$ cat src/rtl/ssg_emb_sd_adc_pkg.sv
// ssg_emb_sd_adc_pkg: shared scheduler state encoding, decimation periods and sample width.
package ssg_emb_sd_adc_pkg;
    typedef enum logic [1:0] {
        ST_IDLE      = 2'd0,
        ST_SYNC_WAIT = 2'd1,
        ST_RUN       = 2'd2
    } state_e;
    localparam int SAMPLE_W = 16;
    localparam int PER_64   = 64;
    localparam int PER_128  = 128;
    localparam int CNT_W    = 7;
endpackage

$ cat src/rtl/ssg_emb_sd_adc_dec_timer.sv
// ssg_emb_sd_adc_dec_timer: decimation period counter, cnr128 strobe and warm-up tracking.
// A rate change is only taken at the wrap and the strobe on which it is taken never captures.
module ssg_emb_sd_adc_dec_timer
    import ssg_emb_sd_adc_pkg::*;
#(
    parameter int WARMUP = 3
) (
    input  logic clk,
    input  logic reset_n,
    input  logic run_i,
    input  logic sync_i,
    input  logic dec_rate_i,
    output logic cnr_o,
    output logic cap_trig_o
);
    localparam logic [CNT_W-1:0] LAST_64  = CNT_W'(PER_64 - 1);
    localparam logic [CNT_W-1:0] LAST_128 = CNT_W'(PER_128 - 1);
    logic [CNT_W-1:0] cnt_q, cnt_d;
    logic             per_q, per_d;
    logic [7:0]       wup_q, wup_d;
    logic             wrap, chg;
    always_comb begin
        wrap       = run_i && !sync_i && (cnt_q == (per_q ? LAST_64 : LAST_128));
        chg        = wrap && (dec_rate_i != per_q);
        cnr_o      = wrap;
        cap_trig_o = wrap && !chg && (wup_q == 8'd0);
        cnt_d      = (!run_i || sync_i || wrap) ? '0 : cnt_q + 1'b1;
        per_d      = (!run_i || wrap) ? dec_rate_i : per_q;
        wup_d      = (!run_i || sync_i || chg) ? 8'(WARMUP)
                   : (wrap && wup_q != 8'd0) ? wup_q - 8'd1 : wup_q;
    end
    always_ff @(posedge clk or negedge reset_n) begin
        if (!reset_n) begin
            cnt_q <= '0;
            per_q <= 1'b0;
            wup_q <= 8'(WARMUP);
        end else begin
            cnt_q <= cnt_d;
            per_q <= per_d;
            wup_q <= wup_d;
        end
    end
endmodule

$ cat src/rtl/ssg_emb_sd_adc_dec_ctrl.sv
// ssg_emb_sd_adc_dec_ctrl: Sinc3 decimator scheduler with delayed capture, hold registers and read port.
// Sticky overrun flags exist only when SSG_EMB_SD_ADC_OVR_EN is defined.
module ssg_emb_sd_adc_dec_ctrl
    import ssg_emb_sd_adc_pkg::*;
#(
    parameter int NUM_CH  = 3,
    parameter int CAP_DLY = 3,
    parameter int WARMUP  = 3
) (
    input  logic                                        clk,
    input  logic                                        reset_n,
    input  logic                                        enable,
    input  logic                                        dec_rate,
    input  logic                                        sync_in,
    input  logic [SAMPLE_W*NUM_CH-1:0]                  sample_in,
    output logic                                        cnr128,
    input  logic                                        rd_req,
    input  logic [(NUM_CH > 1 ? $clog2(NUM_CH) : 1)-1:0] rd_ch,
    output logic                                        rd_ack,
    output logic [SAMPLE_W-1:0]                         rd_data,
    output logic [NUM_CH-1:0]                           valid,
    output logic                                        irq,
    output logic [NUM_CH-1:0]                           ovr,
    input  logic                                        ovr_clr
);
    state_e                           state_q, state_d;
    logic                             run, cap_trig, fire, rd_ok;
    logic [2:0]                       dly_q, dly_d;
    logic [NUM_CH-1:0][SAMPLE_W-1:0]  hold_q, hold_d;
    logic [NUM_CH-1:0]                valid_q, valid_d, rd_mask;
    logic                             rd_ack_q, irq_q;
    logic [SAMPLE_W-1:0]              rd_data_q, rd_data_d;

    assign run = (state_q == ST_RUN);

    ssg_emb_sd_adc_dec_timer #(.WARMUP(WARMUP)) u_timer (
        .clk        (clk),
        .reset_n    (reset_n),
        .run_i      (run),
        .sync_i     (sync_in),
        .dec_rate_i (dec_rate),
        .cnr_o      (cnr128),
        .cap_trig_o (cap_trig)
    );

    // Periods are far longer than CAP_DLY, so a single countdown covers the one pending capture.
    always_comb begin
        state_d   = !enable ? ST_IDLE
                  : (state_q == ST_IDLE) ? ST_SYNC_WAIT
                  : (state_q == ST_SYNC_WAIT && sync_in) ? ST_RUN : state_q;
        fire      = (dly_q == 3'd1) && run && enable && !sync_in;
        dly_d     = (!run || !enable || sync_in) ? 3'd0
                  : cap_trig ? 3'(CAP_DLY - 1)
                  : (dly_q != 3'd0) ? dly_q - 3'd1 : 3'd0;
        rd_ok     = rd_req && (32'(rd_ch) < NUM_CH);
        rd_mask   = rd_ok ? (NUM_CH'(1) << rd_ch) : '0;
        rd_data_d = rd_ok ? hold_q[rd_ch] : '0;
        hold_d    = fire ? sample_in : hold_q;
        valid_d   = fire ? '1 : (valid_q & ~rd_mask);
    end

    always_ff @(posedge clk or negedge reset_n) begin
        if (!reset_n) begin
            state_q   <= ST_IDLE;
            dly_q     <= '0;
            hold_q    <= '0;
            valid_q   <= '0;
            rd_ack_q  <= 1'b0;
            rd_data_q <= '0;
            irq_q     <= 1'b0;
        end else begin
            state_q   <= state_d;
            dly_q     <= dly_d;
            hold_q    <= hold_d;
            valid_q   <= valid_d;
            rd_ack_q  <= rd_req;
            rd_data_q <= rd_data_d;
            irq_q     <= fire;
        end
    end

    assign rd_ack  = rd_ack_q;
    assign rd_data = rd_data_q;
    assign valid   = valid_q;
    assign irq     = irq_q;

`ifdef SSG_EMB_SD_ADC_OVR_EN
    logic [NUM_CH-1:0] ovr_q, ovr_d;
    // A capture wins over a simultaneous clear so a fresh overrun is never lost.
    assign ovr_d = fire ? (ovr_q | valid_q) : ovr_clr ? '0 : ovr_q;
    always_ff @(posedge clk or negedge reset_n) begin
        if (!reset_n) ovr_q <= '0;
        else          ovr_q <= ovr_d;
    end
    assign ovr = ovr_q;
`else
    logic unused_ovr_clr;
    assign unused_ovr_clr = ovr_clr;
    assign ovr = '0;
`endif
endmodule

$ cat config.mk
export PLATFORM = sky130hd
export DESIGN_NAME = ssg_emb_sd_adc_dec_ctrl
export DESIGN_NICKNAME = d
export VERILOG_FILES = /design/src/rtl/ssg_emb_sd_adc_pkg.sv /design/src/rtl/ssg_emb_sd_adc_dec_timer.sv /design/src/rtl/ssg_emb_sd_adc_dec_ctrl.sv
export SDC_FILE = /design/constraint.sdc
export NUM_CORES = 1
export LEC_CHECK = 0
export ABC_AREA = 1
export CORE_MARGIN = 2
export CORE_UTILIZATION = 52
export DETAILED_ROUTE_END_ITERATION = 6
export PLACE_DENSITY = 0.87
export RECOVER_POWER = 50
export SLEW_MARGIN = 15
export SYNTH_ARGS = -nofsm -noshare
export SYNTH_HDL_FRONTEND = slang
export SYNTH_HIERARCHICAL = 1
export SYNTH_SLANG_ARGS = --single-unit
$ cat constraint.sdc
create_clock -name clk -period 1.8 [get_ports clk]
set_input_delay 0.45 -clock clk [delete_from_list [all_inputs] [get_ports clk]]
set_output_delay 0.45 -clock clk [all_outputs]
set_load 0.03 [all_outputs]
# Word-level counts from Yosys, hierarchy flattened
# Cells that the tools add are included.
# totals
regBits	90
out_inout_bits	25
# op_classes
n_shift	1
eq_ne	6
n_mux	15
n_lt_le_gt_ge	2
n_reduce_logical	26
bitwise_logic	2
n_addsub	3
# op_table
operator	n
$bmux 16 s2	1
$mux 16	2
$mux 8	2
$mux 3	5
$mux 7	2
$logic_and 1x1->1	11
$logic_not 8->1	1
$reduce_bool 8->1	1
$sub 8x1->8 const B	1
$add 7x1->7 const B	1
$eq 7x7->1	1
$logic_or 1x1->1	6
$mux 2	3
$logic_not 1->1	4
$and 3x3->3	1
$eq 3x1->1 const B	1
$lt 2x3->1 const B	1
$ne 3x1->1 const B	1
$not 3->3	1
$reduce_bool 3->1	1
$shl 1x2->3 const A	1
$sub 3x1->3 const B	1
$eq 2x1->1 const B	1
$eq 2x2->1 const B	1
other kinds (4)	4

# Depth between registers and ports, before layout
# Gate-level depths: netlist (run 1).
# logic_depth
ltp_word	9
mapped_depth	9

# Cells and area by module
# Netlist (run 1), hierarchy kept.
# by_module_without_submodules
module	n_inst	area_per_inst_um2	seq_area_each_um2	cells_per_inst
ssg_emb_sd_adc_dec_ctrl	1	3273.1	1851.8	379
ssg_emb_sd_adc_dec_timer	1	984.7	402.9	133

# Least setup slack after synthesis (run 1)
# Ideal clock, no wire load.
# synth_timing
path_kind	reg2out
start	reg state_q[0]
end	out cnr128
path_stages_with_launch	6
arrival_time_ps	1132
path_slack_ps	218
path_buffers	0
path_cell_list	dfrtp_1 nor2_1 inv_1 nor2_4 nand3_2 inv_1
# synth_between
elab_chain_cells	3
# synth_rtl
element	line_no	text
start: declaration	ssg_emb_sd_adc_dec_ctrl.sv:26	state_e state_q, state_d;
start signal: assignment	ssg_emb_sd_adc_dec_ctrl.sv:72	state_q <= state_d;
$eq 2x2->1	ssg_emb_sd_adc_dec_ctrl.sv:34	assign run = (state_q == ST_RUN);
named net run	ssg_emb_sd_adc_dec_ctrl.sv:27	logic run, cap_trig, fire, rd_ok;
$logic_and 1x1->1 (2 in series)	ssg_emb_sd_adc_dec_timer.sv:23	wrap = run_i && !sync_i && (cnt_q == (per_q ? LAST_64 : LAST_128));
end: declaration	ssg_emb_sd_adc_dec_ctrl.sv:16	output logic cnr128,
# The timed path passes the listed nets, and every way through them passes these cells.

# Worst setup path in the final report (run 1)
# layout_timing
start	reg u_timer.cnt_q[0]
end	out cnr128
# layout_between
elab_chain_cells	2
# layout_rtl
element	line_no	text
start: declaration	ssg_emb_sd_adc_dec_timer.sv:18	logic [CNT_W-1:0] cnt_q, cnt_d;
start signal: assignment	ssg_emb_sd_adc_dec_timer.sv:38	cnt_q <= cnt_d;
$eq 7x7->1	ssg_emb_sd_adc_dec_timer.sv:23	
$logic_and 1x1->1	ssg_emb_sd_adc_dec_timer.sv:23	
# Every way passes these cells.

==> metrics.md, run 1 <==
| Metric | Value |
|---|---|
| Status | `complete, but fails checks` |
| Pleak | `3.03 nW` |
| Vias per Instance | `5.14` |
| Synth warnings | `6` |
| Setup tns final | `-51.7 ps` |
| Hold Buf Count CTS | `0` |
| HPWL Detailed | `6870 microns` |
| Hold_ws | `134 ps` |
| Pre-antenna DRT Iters | `5` |
| Initial Utilization | `52.6%` |
| Gr usage total | `23.9%` |
| Worst-path clk slew | `90 ps` |
| Sink Count | `90` |
| WP data arrival | `1400 ps` |
| Most frequent cells in the layout | `nand2_1 (176), nand3_1 (118), dfrtp_1 (88)` |
| Min cycle time layout | `1850 ps` |
| CTS tree | `built` |
| Die area | `8930 sq um` |
| Die width | `94.5 microns` |
| Max clock buf depth | `2` |
| Max-Cap Viols | `0` |
| Core Util, Final | `66.8%` |
| Met2 usage | `41.1%` |
| Initial DRC count | `169` |
| Ant. Diodes | `0` |
| M1 GR Usage | `29.9%` |
| Worst skew pair latency | `360 ps` |
| Grt ovf | `0` |
| Total Routed Length | `9990 microns` |
| Syn_area_per_cell | `8.32 sq um` |
| CP Max Fanout | `3` |
| Fraction of layout cells with a size suffix above 1 | `11.5%` |
| M3 GR Usage | `5.75%` |
| Post-Synthesis Cells | `512` |
| CP startpoint kind | `flop` |
| First-pass GRT wire length | `16500 microns` |
| Commonest non-fill, non-tap cell in the layout | `nand2_1` |
| Pwr dens | `687 nW/um^2` |
| Num rows | `33` |
| Fill cell count | `661` |
| Clock root buffer | `clkbuf_8` |
| Slew HR | `45.8%` |
| Max Clock Skew | `11.7 ps` |
| Vias in the first global route | `3476` |
| Yosys cell types | `28` |
| Fin worst setup slack | `-51.0 ps` |
| Tightest Hold Check Type | `primary input to asynchronous set/reset pin` |
| Setup slack, reg-to-reg | `130 ps` |
| Clock H-tree levels | `3` |
| Final Hold Fails | `0` |
| Drt drc | `0` |
| Fmax | `540 MHz` |
| Post-route ant nets | `0` |
| Worst slack, placed | `-70.9 ps` |
| Max-slew violations | `0` |
| Slew @ Worst Pin | `813 ps` |
| Num CTS Buffers | `9` |
| WL/cell | `14.0 microns` |
| Worst setup EP type | `output pin` |
| Final Cell Area | `5410 sq um` |
| Setup-failing EPs final | `2` |
| Die height | `94.5 microns` |
| Synth Cell Area | `4260 sq um` |
| Post-synthesis register bit count | `90` |
| Seq/Total Area, Yosys | `53.0%` |
| RSZ-0062 raised after global routing | `true` |
| Port-buffer cells | `77` |
| Kind of critical path | `flop to output pin` |
| Worst Path Required | `1350 ps` |
| Largest net degree at the start of global routing | `49` |
| Failing checks | `setup timing` |
| Fin nets | `663` |
| RePlAce Congestion | `0.898` |
| Area Overhead vs Synth | `26.9%` |
| I/O pin total | `82` |
| GRT busiest layer | `met2` |
| Fin crit share | `103%` |
| Via Count | `3673` |
| Initial antenna violation count | `0` |
| Core Area | `8090 sq um` |
| VDD IR-drop max | `0.000406 V` |
| Placed instance area | `5190 sq um` |
[power breakdown]
part / switching [mW] / internal [mW] / leakage (nW) / total [mW]
sequential: 0.00708 / 2.03 / 1.24 / 2.04
clock: 0.733 / 0.639 / 0.0954 / 1.37
combinational: 0.156 / 0.150 / 1.69 / 0.307
total: 0.896 / 2.82 / 3.03 / 3.71
[worst paths after layout]
kind                                              start                         end  depth (start not counted)
setup / recovery             u_timer/cnt_q[0]$_DFF_PN0_                      cnr128                          6
hold / removal                                  reset_n      hold_q[18]$_DFFE_PN0P_                          1
setup reg to reg           u_timer/wup_q[0]$_DFFE_PN1P_          dly_q[1]$_DFF_PN0_                          9
hold reg to reg                   hold_q[1]$_DFFE_PN0P_       hold_q[1]$_DFFE_PN0P_                          2
max in group asynchronous                       reset_n  u_timer/cnt_q[5]$_DFF_PN0_                          2
min in group clk                  hold_q[1]$_DFFE_PN0P_       hold_q[1]$_DFFE_PN0P_                          2
[area by class of cell]
class | instances | area [sq um] | area share (%)
repair buffers | 106 | 1010 | 18.7
well taps | 105 | 131 | 2.43
inverters | 45 | 169 | 3.13
clock inverters | 7 | 68.8 | 1.27
multi-input cells | 352 | 1650 | 30.5
clock buffers | 9 | 124 | 2.29
flip-flops and latches | 90 | 2250 | 41.7
[Yosys cell counts, drive strengths merged]
| cell | number | area, sq um |
|---|---|---|
| nand2 | 178 | 676 |
| nand3 | 121 | 621 |
| dfrtp | 88 | 2200 |
| inv | 43 | 161 |
| buf | 27 | 208 |
| nor2 | 22 | 130 |
| nor3 | 6 | 30.0 |
| o21ai | 5 | 25.0 |
| a21oi | 4 | 20.0 |
| xor2 | 4 | 35.0 |
| a21boi | 2 | 26.3 |
| clkinv | 2 | 7.51 |
| dfstp | 2 | 52.6 |
| ha | 2 | 25.0 |
| nor3b | 2 | 15.0 |
| and3 | 1 | 6.26 |
| conb | 1 | 3.75 |
| nand3b | 1 | 7.51 |
| nand4 | 1 | 6.26 |
[per-stage QoR]
step | power (mW) | std cells
finish | 3.71 | 714
global placement | 2.38 | 692
detailed placement | 2.38 | 692
floorplan | 2.17 | 514
CTS | 3.73 | 712
global route | 3.87 | 714
[repair_timing]
action | CTS | global route
setup buffers | 4 | 2
setup endpoints to repair | 17 | 7
resized for setup | 20 | 8
pin swaps | 2 | 2
[kinds of logic after synthesis]
group / after synthesis / synth area share, %
simple gates: 332 / 35.0
flops: 90 / 53.0
buf+inv: 72 / 8.85
compound gates: 11 / 1.68
xor+xnor: 4 / 0.823
fa+ha+maj: 2 / 0.588
other cells: 1 / 0.0881
[layer usage]
layer,up-vias,wire [microns]
met2,136,5130
met5,-,0
met3,15,600
li1,1809,-
met1,1713,4090
met4,0,166
[state kept, by name (all words and copies together), names as in the netlist, 2 cells and up]
name and cells:
u_timer/cnt_q 7, state_q 2, rd_data 16, hold_q 48, u_timer/wup_q 8, dly_q 3, valid 3
[worst max-delay path: stages, from the launching register on]
cell and delay (ps):
dfrtp_1 400, ha_4 160, nand3_4 90, nor2_4 120, nand3_2 90, inv_2 60, buf_6 120
Power figures use the tool's default switching activity.
==> inputs of run 2 (changes only) <==
CORE_MARGIN = not set   (was 2)
CTS_CLUSTER_SIZE = 16   (was not set)
TNS_END_PERCENT = 100   (was not set)
==> run 2 against run 1 <==
  * The flow still finishes with violations (setup timing)
  * Global-route usage is 1.4 points higher
  * Sequential share of layout area hardly changed
  * Maximum frequency is 0.38% lower
  * Routed wire length is 0.22% lower
  * Sequential power hardly changed
  * Register-to-register slack hardly changed
  * Hold slack better by 340 ps
  * Sequential cell count stayed put
  * Design area hardly changed
  * Critical path type unchanged
==> metrics.md, run 2 (same netlist as run 1, synthesis figures left out) <==
| Metric | Value |
|---|---|
| Vias per Instance | `5.24` |
| Largest stage delay on the critical path | `410 ps` |
| WL/cell | `14.0 microns` |
| Fin worst setup slack | `-58.1 ps` |
| Initial Utilization | `54.5%` |
| Ant. Diodes | `0` |
| Die width | `92.5 microns` |
| Worst Path Required | `1350 ps` |
| Fraction of layout cells with a size suffix above 1 | `12.3%` |
| Largest net degree at the start of global routing | `53` |
| Pre-antenna DRT Iters | `4` |
| Worst setup EP type | `output pin` |
| Tightest Hold Check Type | `flop to flop` |
| Slowest-stage cell, CP | `dfrtp_1` |
| VDD IR-drop max | `0.000495 V` |
| Crit path cell chain | `ha_4, nand3_4, nor2_4, nand3_2, inv_2, buf_6` |
| Pleak | `2.98 nW` |
| Clock root buffer | `clkbuf_8` |
| Initial antenna violation count | `0` |
| Max-Cap Viols | `0` |
| Port-buffer cells | `77` |
| Commonest non-fill, non-tap cell in the layout | `nand2_1` |
| Min cycle time layout | `1860 ps` |
| Grt ovf | `0` |
| Num CTS Buffers | `9` |
| Setup tns final | `-58.1 ps` |
| Area Overhead vs Synth | `26.8%` |
| Most frequent cells in the layout | `nand2_1 (175), nand3_1 (118), dfrtp_1 (88)` |
| HPWL Detailed | `7080 microns` |
| I/O pin total | `82` |
| Clock H-tree levels | `3` |
| Via Count | `3742` |
| Failing checks | `setup timing` |
| Slew HR | `48.4%` |
| Fin nets | `666` |
| Slew @ Worst Pin | `769 ps` |
| WP data arrival | `1410 ps` |
| Die height | `92.5 microns` |
| Die area | `8550 sq um` |
| Sink Count | `90` |
| Fmax | `538 MHz` |
| CP Max Fanout | `2` |
| Post-route ant nets | `0` |
| Num rows | `32` |
| Inst Count DP | `691` |
| Setup-failing EPs final | `1` |
| Fin crit share | `103%` |
| Initial DRC count | `207` |
| Fin cells | `714` |
| Final Hold Fails | `0` |
| RePlAce Congestion | `0.858` |
| Kind of critical path | `flop to output pin` |
| Worst skew pair latency | `360 ps` |
| Pwr dens | `675 nW/um^2` |
| Core Area | `7810 sq um` |
| Core Util, Final | `69.2%` |
| First-pass GRT wire length | `16600 microns` |
| CTS tree | `built` |
| Status | `complete, but fails checks` |
| Vias in the first global route | `3659` |
| Gr usage total | `25.2%` |
| CP startpoint kind | `flop` |
| Max Clock Skew | `8.94 ps` |
| Worst-path clk slew | `80 ps` |
| Setup slack, reg-to-reg | `140 ps` |
| Total Routed Length | `9970 microns` |
| Most flop-heavy register | `hold_q` |
| RSZ-0062 raised after global routing | `true` |
| Max clock buf depth | `2` |
| Drt drc | `0` |
| Max reg flops | `48` |
| Max-slew violations | `0` |
run 2: final timing paths:
kind / startpoint / endpoint / depth (start not counted)
min in group asynchronous: reset_n / hold_q[33]$_DFFE_PN0P_ / 2
max in group asynchronous: reset_n / u_timer/wup_q[7]$_DFFE_PN0P_ / 3
setup reg to reg: u_timer/cnt_q[0]$_DFF_PN0_ / u_timer/cnt_q[5]$_DFF_PN0_ / 7
hold reg to reg: hold_q[43]$_DFFE_PN0P_ / hold_q[43]$_DFFE_PN0P_ / 2
setup / recovery: u_timer/cnt_q[0]$_DFF_PN0_ / cnr128 / 6
hold / removal: hold_q[43]$_DFFE_PN0P_ / hold_q[43]$_DFFE_PN0P_ / 2
run 2: final cells by class:
class,instances,area (sq um)
Clock inverter,5,37.5
Inverter,45,169
Multi-Input combinational cell,352,1650
Clock buffer,11,151
Tap cell,102,128
Sequential cell,90,2250
Timing Repair Buffer,109,1010
Fill cell,619,2410
run 2: per-layer routing:
layer	track usage, %	vias to the layer above	routed length, microns
li1	-	1811	-
met3	5.75	23	572
met4	10.2	0	297
met5	0	-	0
met1	28.8	1788	3780
met2	45.4	120	5320
run 2: what timing repair did:
item / CTS / global route
setup endpoints to repair: 22 / 2
hold buffers: 1 / 0
setup buffers: 5 / 1
gates resized for setup: 25 / 4
hold endpoints to repair: 4 / 0
pin swaps: 2 / 3
run 2: through the flow:
stage          hold slack [ps]  worst slack (ps)  cell area, sq um  power (mW)
2_1_floorplan              154               218              4270        2.17
3_3_place_gp               380             -27.6              5200        2.38
3_5_place_dp               388             -60.9              5200        2.39
4_1_cts                    480             -85.3              5430        3.67
5_1_grt                    495              -131              5400        3.79
6_report                   479             -58.1              5400        3.65
run 2: worst max-delay path, delay by kind of cell, from the launching register on:
kind                       cells  cell delay (ps)
adders and majority gates      1              170
and+or+nand+nor                3              290
buffers and inverters          2              190
DFF                            1              410
run 2: power breakdown:
| group | leakage (nW) | switching, mW | total [mW] | internal, mW |
|---|---|---|---|---|
| logic | 1.65 | 0.156 | 0.311 | 0.155 |
| registers | 1.24 | 0.00703 | 2.03 | 2.03 |
| clock network | 0.0919 | 0.718 | 1.30 | 0.582 |
| total | 2.98 | 0.881 | 3.65 | 2.76 |
==> inputs of run 3 (changes only) <==
CTS_CLUSTER_DIAMETER = 60   (was not set)
==> results of run 3 <==
The final DEF is identical to that of run 2; final timing and power are the same.
